## config.mk

```make
export PLATFORM = sky130hd
export DESIGN_NAME = mul32_seq_ctrl_flat
export DESIGN_NICKNAME = d
export VERILOG_FILES = /design/src/rtl/mul32_seq_ctrl_if.sv /design/src/rtl/mul32_seq_ctrl.sv /design/src/flat_wrapper.sv
export SDC_FILE = /design/constraint.sdc
export NUM_CORES = 1
export LEC_CHECK = 0
export BUFFER_PORTS_ARGS = -buffer_cell sky130_fd_sc_hd__buf_2
export CAP_MARGIN = 25
export CORE_UTILIZATION = 25
export CTS_CLUSTER_DIAMETER = 50
export DETAILED_ROUTE_END_ITERATION = 8
export GPL_ROUTABILITY_DRIVEN = 0
export PLACE_DENSITY = 0.38
export SYNTH_ARGS = -nofsm -noshare
export SYNTH_HDL_FRONTEND = slang
export SYNTH_HIERARCHICAL = 1
export SYNTH_SLANG_ARGS = --single-unit
```

## constraint.sdc

```tcl
create_clock -name clk -period 37.4 [get_ports clk]
set_input_delay 5.61 -clock clk [delete_from_list [all_inputs] [get_ports clk]]
set_output_delay 5.61 -clock clk [all_outputs]
set_load 0.01 [all_outputs]
```

## src/rtl/mul32_seq_ctrl_if.sv

```systemverilog
// Start/busy/done handshake bundle for the sequential 32-bit multiplier.
// The controller takes the slave side; the requester drives the master side.
interface mul32_seq_ctrl_if;
  logic        start;
  logic [31:0] a;
  logic [31:0] b;
  logic        busy;
  logic        done;
  logic [31:0] product;

  modport master (
    output start,
    output a,
    output b,
    input  busy,
    input  done,
    input  product
  );

  modport slave (
    input  start,
    input  a,
    input  b,
    output busy,
    output done,
    output product
  );
endinterface

```

## src/rtl/mul32_seq_ctrl.sv

```systemverilog
// Shift-and-add multiplier controller: one shared ripple adder is stepped over
// 32 cycles to form the low 32 bits of a*b, with a start/busy/done handshake.

module add32 (
  input  logic [31:0] i_a,
  input  logic [31:0] i_b,
  output logic [31:0] o_sum
);
  logic [31:0] w_carry;

  assign w_carry[0] = 1'b0;

  // Plain ripple chain; the carry out of bit 31 is dropped (modulo 2^32)
  for (genvar gi = 0; gi < 32; gi++) begin : g_bit
    assign o_sum[gi] = i_a[gi] ^ i_b[gi] ^ w_carry[gi];
    if (gi < 31) begin : g_carry
      assign w_carry[gi+1] = (i_a[gi] & i_b[gi]) | (w_carry[gi] & (i_a[gi] ^ i_b[gi]));
    end
  end
endmodule

module mul32_seq_ctrl (
  input  logic                 clk,
  input  logic                 rst_n,
  mul32_seq_ctrl_if.slave      bus
);
  localparam logic [1:0] ST_IDLE = 2'd0;
  localparam logic [1:0] ST_RUN  = 2'd1;
  localparam logic [1:0] ST_DONE = 2'd2;

  logic [1:0]  r_state;
  logic [31:0] r_mcand;
  logic [31:0] r_mplier;
  logic [31:0] r_acc;
  logic [4:0]  r_count;
  logic [31:0] r_product;
  logic        r_busy;
  logic        r_done;

  logic [31:0] w_sum;
  logic [31:0] w_acc_next;
  logic        w_last;

  add32 u_add32 (
    .i_a   (r_acc),
    .i_b   (r_mcand),
    .o_sum (w_sum)
  );

  // Partial-product select for the current RUN step
  always_comb begin
    w_acc_next = r_acc;
    w_last     = 1'b0;
    if (r_mplier[0]) begin
      w_acc_next = w_sum;
    end else begin
      w_acc_next = r_acc;
    end
    if (r_count == 5'd31) begin
      w_last = 1'b1;
    end else begin
      w_last = 1'b0;
    end
  end

  // Sequencer and datapath registers; busy/done are registered with the state
  always_ff @(posedge clk or negedge rst_n) begin
    if (!rst_n) begin
      r_state   <= ST_IDLE;
      r_mcand   <= 32'd0;
      r_mplier  <= 32'd0;
      r_acc     <= 32'd0;
      r_count   <= 5'd0;
      r_product <= 32'd0;
      r_busy    <= 1'b0;
      r_done    <= 1'b0;
    end else begin
      case (r_state)
        ST_IDLE: begin
          r_done <= 1'b0;
          if (bus.start) begin
            r_mcand  <= bus.a;
            r_mplier <= bus.b;
            r_acc    <= 32'd0;
            r_count  <= 5'd0;
            r_state  <= ST_RUN;
            r_busy   <= 1'b1;
          end else begin
            r_busy   <= 1'b0;
          end
        end
        ST_RUN: begin
          r_acc    <= w_acc_next;
          r_mcand  <= {r_mcand[30:0], 1'b0};
          r_mplier <= {1'b0, r_mplier[31:1]};
          r_count  <= r_count + 5'd1;
          r_busy   <= 1'b1;
          // Fixed 32 steps: no early exit even once the multiplier runs out of ones
          if (w_last) begin
            r_product <= w_acc_next;
            r_state   <= ST_DONE;
            r_done    <= 1'b1;
          end else begin
            r_done    <= 1'b0;
          end
        end
        ST_DONE: begin
          r_state <= ST_IDLE;
          r_busy  <= 1'b0;
          r_done  <= 1'b0;
        end
        default: begin
          r_state <= ST_IDLE;
          r_busy  <= 1'b0;
          r_done  <= 1'b0;
        end
      endcase
    end
  end

  assign bus.busy    = r_busy;
  assign bus.done    = r_done;
  assign bus.product = r_product;
endmodule

```

## src/flat_wrapper.sv

```systemverilog
// flat-port wrapper written by rule: the top's interface ports become plain ports
module mul32_seq_ctrl_flat 
  (clk, rst_n, bus_start, bus_a, bus_b, bus_busy, bus_done, bus_product);
  mul32_seq_ctrl_if bus_i ();
  input  logic clk;
  input  logic rst_n;
  input wire logic [$bits(bus_i.start)-1:0] bus_start;
  input wire logic [$bits(bus_i.a)-1:0] bus_a;
  input wire logic [$bits(bus_i.b)-1:0] bus_b;
  output wire logic [$bits(bus_i.busy)-1:0] bus_busy;
  output wire logic [$bits(bus_i.done)-1:0] bus_done;
  output wire logic [$bits(bus_i.product)-1:0] bus_product;
  assign bus_i.start = bus_start;
  assign bus_i.a = bus_a;
  assign bus_i.b = bus_b;
  assign bus_busy = bus_i.busy;
  assign bus_done = bus_i.done;
  assign bus_product = bus_i.product;
  mul32_seq_ctrl u_core (.clk(clk), .rst_n(rst_n), .bus(bus_i));
endmodule
```

**After elaboration in Yosys (flattened, before gate mapping)**

Cells that the tools add are included.

- Register bits after elaboration: 137
- Output and inout bits: 34
- Word-level logic and storage cells: 189

- Add/subtract/negate cells: 1
- Eq/ne operators: 4
- Multiplexer cells: 17
- Bitwise logic cells: 154
- Reduce and logical (&&, ||, !) cells: 5

Operators with widths:

| cell | number |
|---|---|
| 32-bit one-hot mux with 2 select lines | 3 |
| 32-bit two-way mux | 4 |
| 1-bit XOR | 63 |
| 1-bit bitwise AND | 61 |
| 1-bit OR | 30 |
| 5-bit one-hot mux with 2 select lines | 1 |
| 2-bit AND reduction | 3 |
| 5-bit by 1-bit adder with 5-bit output, second input constant | 1 |
| 5-bit == test, second input constant | 1 |
| 5-bit two-way mux | 1 |
| 1-bit two-way mux | 4 |
| 2-bit two-way mux | 2 |
| 2-bit one-hot mux with 2 select lines | 1 |
| 2-bit by 1-bit == test with 1-bit output, second input constant | 1 |
| 2-bit zero test | 1 |
| 2-bit by 1-bit != test with 1-bit output, second input constant | 1 |
| 2-bit != test, second input constant | 1 |
| 1-bit one-hot mux with 2 select lines | 1 |
| 2-bit nonzero test | 1 |

**Depth between registers and ports, before layout**

- Depth after elaboration: 64
- Mapped depth: 36
- Gate-level depth less buffers: 36

**By module**

Netlist, hierarchy kept.

Modules (own cells, without submodules):

| module | instances | cells each | area each (um^2) | sequential area each (um^2) |
|---|---|---|---|---|
| mul32_seq_ctrl | 1 | 543 | 5939.4 | 3428.3 |
| add32 | 1 | 37 | 655.6 | 0.0 |

**Worst setup path after synthesis**

Ideal clock, no wire load.

- Kind: reg2reg
- From: reg u_core.r_acc[0]
- To: reg u_core.r_acc[31]
- Arrival time: 12348 ps
- Data required time: 37279 ps
- Setup slack: 24931 ps
- Stages on the path, launching flop included: 36
- Period minus slack after synthesis: 12469 ps
- Cells stage by stage: dfrtp_1 -> ha_1 -> fa_1 -> fa_1 -> fa_1 -> fa_1 -> fa_1 -> fa_1 -> fa_1 -> fa_1 -> fa_1 -> fa_1 -> fa_1 -> fa_1 -> fa_1 -> fa_1 -> fa_1 -> inv_1 -> fa_1 -> inv_1 -> fa_1 -> fa_1 -> fa_1 -> fa_1 -> fa_1 -> fa_1 -> fa_1 -> fa_1 -> fa_1 -> fa_1 -> fa_1 -> fa_1 -> fa_1 -> fa_1 -> xor3_1 -> a22o_1

- Cells in the longest elaborated chain, start to end: 64

RTL lines:

| element | RTL line | source |
|---|---|---|
| start: declaration | mul32_seq_ctrl.sv:34 | `logic [31:0] r_acc;` |
| start signal: assignment | mul32_seq_ctrl.sv:93 | `r_acc <= w_acc_next;` |
| 1-bit bitwise AND (2 in series) | mul32_seq_ctrl.sv:17 | `assign w_carry[gi+1] = (i_a[gi] & i_b[gi]) \| (w_carry[gi] & (i_a[gi] ^ i_b[gi]));` |
| 1-bit OR | mul32_seq_ctrl.sv:17 |  |
| 1-bit bitwise AND | mul32_seq_ctrl.sv:17 |  |
| 1-bit OR | mul32_seq_ctrl.sv:17 |  |
| 1-bit bitwise AND | mul32_seq_ctrl.sv:17 |  |
| 1-bit OR | mul32_seq_ctrl.sv:17 |  |
| 1-bit bitwise AND | mul32_seq_ctrl.sv:17 |  |
| 1-bit OR | mul32_seq_ctrl.sv:17 |  |
| (+48 left out) | -- |  |
| 1-bit bitwise AND | mul32_seq_ctrl.sv:17 |  |
| 1-bit OR | mul32_seq_ctrl.sv:17 |  |
| 1-bit bitwise AND | mul32_seq_ctrl.sv:17 |  |
| 1-bit OR | mul32_seq_ctrl.sv:17 |  |
| 1-bit XOR | mul32_seq_ctrl.sv:15 | `assign o_sum[gi] = i_a[gi] ^ i_b[gi] ^ w_carry[gi];` |
| net u_core.w_sum[31] | mul32_seq_ctrl.sv:40 | `logic [31:0] w_sum;` |
| 32-bit two-way mux | mul32_seq_ctrl.sv:54 | `if (r_mplier[0]) begin` |
| 32-bit one-hot mux with 2 select lines | mul32_seq_ctrl.sv:78 | `case (r_state)` |

The timed path passes the listed nets, and every way through them passes these cells.
A chain may end at the register's enable or synchronous reset.

**Final worst setup path**

- From: reg u_core.r_acc[0]
- To: reg u_core.r_product[31] (netlist: u_core/bus.product[31])

- Cells in the longest elaborated chain, start to end: 63

RTL lines:

| element | RTL line | source |
|---|---|---|
| 1-bit bitwise AND (2 in series) | mul32_seq_ctrl.sv:17 |  |
| 1-bit OR | mul32_seq_ctrl.sv:17 |  |
| 1-bit bitwise AND | mul32_seq_ctrl.sv:17 |  |
| 1-bit OR | mul32_seq_ctrl.sv:17 |  |
| 1-bit bitwise AND | mul32_seq_ctrl.sv:17 |  |
| 1-bit OR | mul32_seq_ctrl.sv:17 |  |
| 1-bit bitwise AND | mul32_seq_ctrl.sv:17 |  |
| 1-bit OR | mul32_seq_ctrl.sv:17 |  |
| (+47 left out) | -- |  |
| 1-bit OR | mul32_seq_ctrl.sv:17 |  |
| 1-bit bitwise AND | mul32_seq_ctrl.sv:17 |  |
| 1-bit OR | mul32_seq_ctrl.sv:17 |  |
| 1-bit bitwise AND | mul32_seq_ctrl.sv:17 |  |
| 1-bit OR | mul32_seq_ctrl.sv:17 |  |
| 1-bit XOR | mul32_seq_ctrl.sv:15 |  |
| net u_core.w_sum[31] | mul32_seq_ctrl.sv:40 |  |
| 32-bit two-way mux | mul32_seq_ctrl.sv:54 |  |
| end signal: assignment | mul32_seq_ctrl.sv:100 | `r_product <= w_acc_next;` |
| end: declaration | mul32_seq_ctrl.sv:36 | `logic [31:0] r_product;` |

The timed path passes the listed nets, and every way through them passes these cells.

==> reports/qor.txt <==
===========================================================================================
YS warnings                                                                               6
Worst Hold Slack                                                                   0.472 ns
Synth-to-layout area growth                                                           20.8%
Initial core utilization                                                              0.254
Most common cell in the synthesized netlist                                    sky130_fd_sc_hd__dfrtp_1
Critical path's most frequent cell                                             sky130_fd_sc_hd__fa_1
Number of nets produced by synthesis                                                    680
Leakage dissipation                                                              0.00364 uW
Standard cell core area                                                         0.0260 mm^2
Count of flip-flops with a built-in enable after synthesis                                0
Number of global-route vias before repair                                             4,941
Max capacitance violation total                                                           0
Highest metal used                                                                     met5
Worst-case clock skew                                                            0.00991 ns
Clock latency on the worst-skew pair                                                0.41 ns
Post-synth top area cell                                                       sky130_fd_sc_hd__dfrtp_1
Largest fanout on the critical path                                                       3
Worst setup path class                                                           reg -> reg
Max Clock Freq                                                                     76.8 MHz
Placement Cell Area                                                            0.00730 mm^2
Period utilization                                                                    0.348
Crit path capture type                                                            flip-flop
Post-synth design cell area                                                    0.00660 mm^2
Minimum clock period                                                               13.02 ns
Total clock sinks                                                                       137
Library cell contributing the largest single delay on the critical path        sky130_fd_sc_hd__fa_1
Sequential element share of the synthesized area                                      0.520
Hold violation count in the final report                                                  0
PostCTS Resize Cnt                                                                        0
Share of final-layout standard cells stronger than drive strength 1                   0.221
Cells after Synth                                                                       580
Ranking of synthesized cells by instance count                                 sky130_fd_sc_hd__dfrtp_1, sky130_fd_sc_hd__o21ai_0, sky130_fd_sc_hd__nand2_1, sky130_fd_sc_hd__a22oi_1, sky130_fd_sc_hd__a22o_1
Total of flip-flops plus latches after synthesis                                        137
Largest net degree at the start of global routing                                        72
Wire length on met2                                                                 7.66 mm
Clk Tree Root Cell                                                             sky130_fd_sc_hd__clkbuf_16
Gate power share                                                                      0.312
Clock-pin slew on the worst setup and hold paths                                    0.06 ns
Slew @ Worst Pin                                                                   0.895 ns
Antenna violation net count after detailed routing                                        0
Mean Syn Cell Area                                                                11.4 um^2
Flop pwr share                                                                        0.399
Result of the run                                                                 completed
I/O pin count                                                                           101
Number of setup buffers added after CTS                                                   0
CTS tree                                                                                yes
Hold crit path type                                                              reg -> reg
Register cell area after layout                                                0.00343 mm^2
Nets                                                                                    760
Delay of the slowest critical-path stage                                            0.42 ns
Clock network fraction of total power                                                 0.289
Final WL                                                                            17.0 mm
Grt total ovfl                                                                            0
Setup repair after global routing missed its margin                                   false
TritonCTS buffer count                                                                   17
Port-buffer cells                                                                       100
Most used flip-flop cell after synthesis                                       sky130_fd_sc_hd__dfrtp_1
Met3 Wirelength                                                                      860 um
Initial antenna violation count                                                           2
Areal power density over the cells                                             78.9 mW/mm^2
Total of fill cells in the finished design                                            2,689
Max Root-Sink Buffers                                                                     2
Via count                                                                             4,694
Number of hold-repair buffers added at the cts stage                                      0
Post-synth cell types                                                                    28
Area fraction of the dominant cell type after synthesis                               0.520
Vert. Die Dim                                                                        164 um
Length of routed wiring on met1                                                     8.19 mm
Number of design-rule violations left by the first detailed-router iteration            246
Post-layout instance area                                                      0.00796 mm^2
Overall track demand over capacity in global routing                                  0.134
Largest cells by area after synthesis                                          sky130_fd_sc_hd__dfrtp_1, sky130_fd_sc_hd__fa_1, sky130_fd_sc_hd__a22oi_1, sky130_fd_sc_hd__o21ai_0, sky130_fd_sc_hd__mux2i_1
Number of failing setup endpoints in the final timing report                              0
Fin. max-slew vios                                                                        0
Final routed DRC violation total                                                          0
Via count normalized by instance count                                                 4.65
Data arrival, critical path                                                        13.27 ns
Sum of negative setup slack                                                            0 ns
H-tree levels                                                                             4
Routed wirelength normalized by instance count                                      16.8 um
Net switching power                                                                  219 uW
Normalized max-slew margin                                                            0.401
Ys async rst share                                                                     1.00
Setup crit start kind                                                             flip-flop
Row count                                                                                59
Area of the multi-input gates                                                  0.00284 mm^2
Total Die Area                                                                  0.0270 mm^2
Pre-Repair DR Iteration Count                                                             4
Hpwl dp                                                                             11.1 mm
Die boundary width                                                                   164 um
Sw Ratio                                                                              0.348
Worst-case vdd ir drop                                                            0.0273 mV
Required time of the worst setup path                                              37.65 ns
Global-route wire length before repair                                              27.6 mm
Int Power                                                                            410 uW
===========================================================================================
-- metal layers --
metal	GRT usage	up-vias
met5	0	-
met2	0.206	89
li1	-	2235
met1	0.183	2355
met4	0.0471	2
met3	0.0344	13
-- cell families (layout without fill, tap and decap cells) --
group / Yosys count / in the layout / share of synthesized area
xor+xnor: 1 / 1 / 0.00360
mux: 32 / 32 / 0.0486
fa+ha+maj: 33 / 33 / 0.0968
flops: 137 / 137 / 0.520
compound gates: 211 / 211 / 0.209
buf+inv: 58 / 151 / 0.0503
other cells: 0 / 1 / 0
simple gates: 108 / 108 / 0.0717
-- cells in the final DEF (no fill, tap or decap), drive strengths merged --
cell type,synthesis,routed
fa,30,30
o21ai,96,96
bufinv,0,4
diode,0,1
nand3,2,2
clkinv,0,5
ha,3,3
nor2b,15,15
a22o,34,34
a32o,2,2
mux2i,32,32
clkbuf,10,18
nand3b,1,1
a21oi,14,14
xor3,1,1
nor3b,1,1
and3,1,1
clkinvlp,0,3
buf,38,109
o311ai,1,1
nand2b,1,1
inv,10,12
a22oi,62,62
dfrtp,137,137
and2,2,2
o21bai,2,2
nand2,85,85
-- power groups by stage --
stage               clock, uW  combinational (uW)  sequential, uW
floorplan                   0                 146             246
global placement            0                 195             253
detailed placement          0                 199             254
CTS                       188                 199             252
global route              196                 223             261
finish                    182                 196             251
-- layout make-up --
class	instances	share of cell area
clock buffer	18	0.0551
clock inverter	14	0.0247
inverter	10	0.00471
tap	335	0.0526
sequential	137	0.431
multi-input combinational	385	0.357
antenna	1	0.000314
timing repair buffer	109	0.0746
-- worst max-delay path, delay by kind of cell, from the launching register on --
| kind | cells | cell delay [ns] |
|---|---|---|
| adders and majority gates | 31 | 11.75 |
| AOI/OAI and AO/OA | 1 | 0.08 |
| buffers and inverters | 2 | 0.13 |
| muxes | 1 | 0.13 |
| xor gates and xnor gates | 1 | 0.39 |
| DFF | 1 | 0.39 |
-- flip-flops by register name, summed over array words and instances, names as in the netlist --
register            flops
u_core/bus.product     32
u_core/r_mcand         32
u_core/r_count          5
u_core/r_acc           32
u_core/r_state          2
u_core/r_mplier        32
u_core/bus.done         1
u_core/bus.busy         1
-- path summary, 6_finish.rpt --
check                                              startpoint                                 end  slack, ns  cells past startpoint
max in group asynchronous                               rst_n       u_core/r_state[1]$_DFFE_PN0P_      31.02                      3
min                        u_core/bus.product[25]$_DFFE_PN0P_  u_core/bus.product[25]$_DFFE_PN0P_       0.47                      2
max reg2reg                       u_core/r_acc[0]$_DFFE_PN0P_  u_core/bus.product[31]$_DFFE_PN0P_      24.38                     36
max                               u_core/r_acc[0]$_DFFE_PN0P_  u_core/bus.product[31]$_DFFE_PN0P_      24.38                     36
min reg2reg                u_core/bus.product[25]$_DFFE_PN0P_  u_core/bus.product[25]$_DFFE_PN0P_       0.47                      2
min in group asynchronous                               rst_n           u_core/bus.done$_DFF_PN0_       5.21                      1
-- stage by stage --
| step | worst slack (ns) | cells | total power [uW] | util |
|---|---|---|---|---|
| 2_1_floorplan | 24.93 | 580 | 392 | - |
| 3_3_place_gp | 24.44 | 975 | 448 | 0.281 |
| 3_5_place_dp | 24.38 | 975 | 454 | 0.281 |
| 4_1_cts | 24.35 | 1007 | 640 | 0.305 |
| 5_1_grt | 23.97 | 1008 | 680 | 0.306 |
| 6_report | 24.38 | 1009 | 629 | 0.306 |
Note: power is estimated with default switching activity, not from simulation.
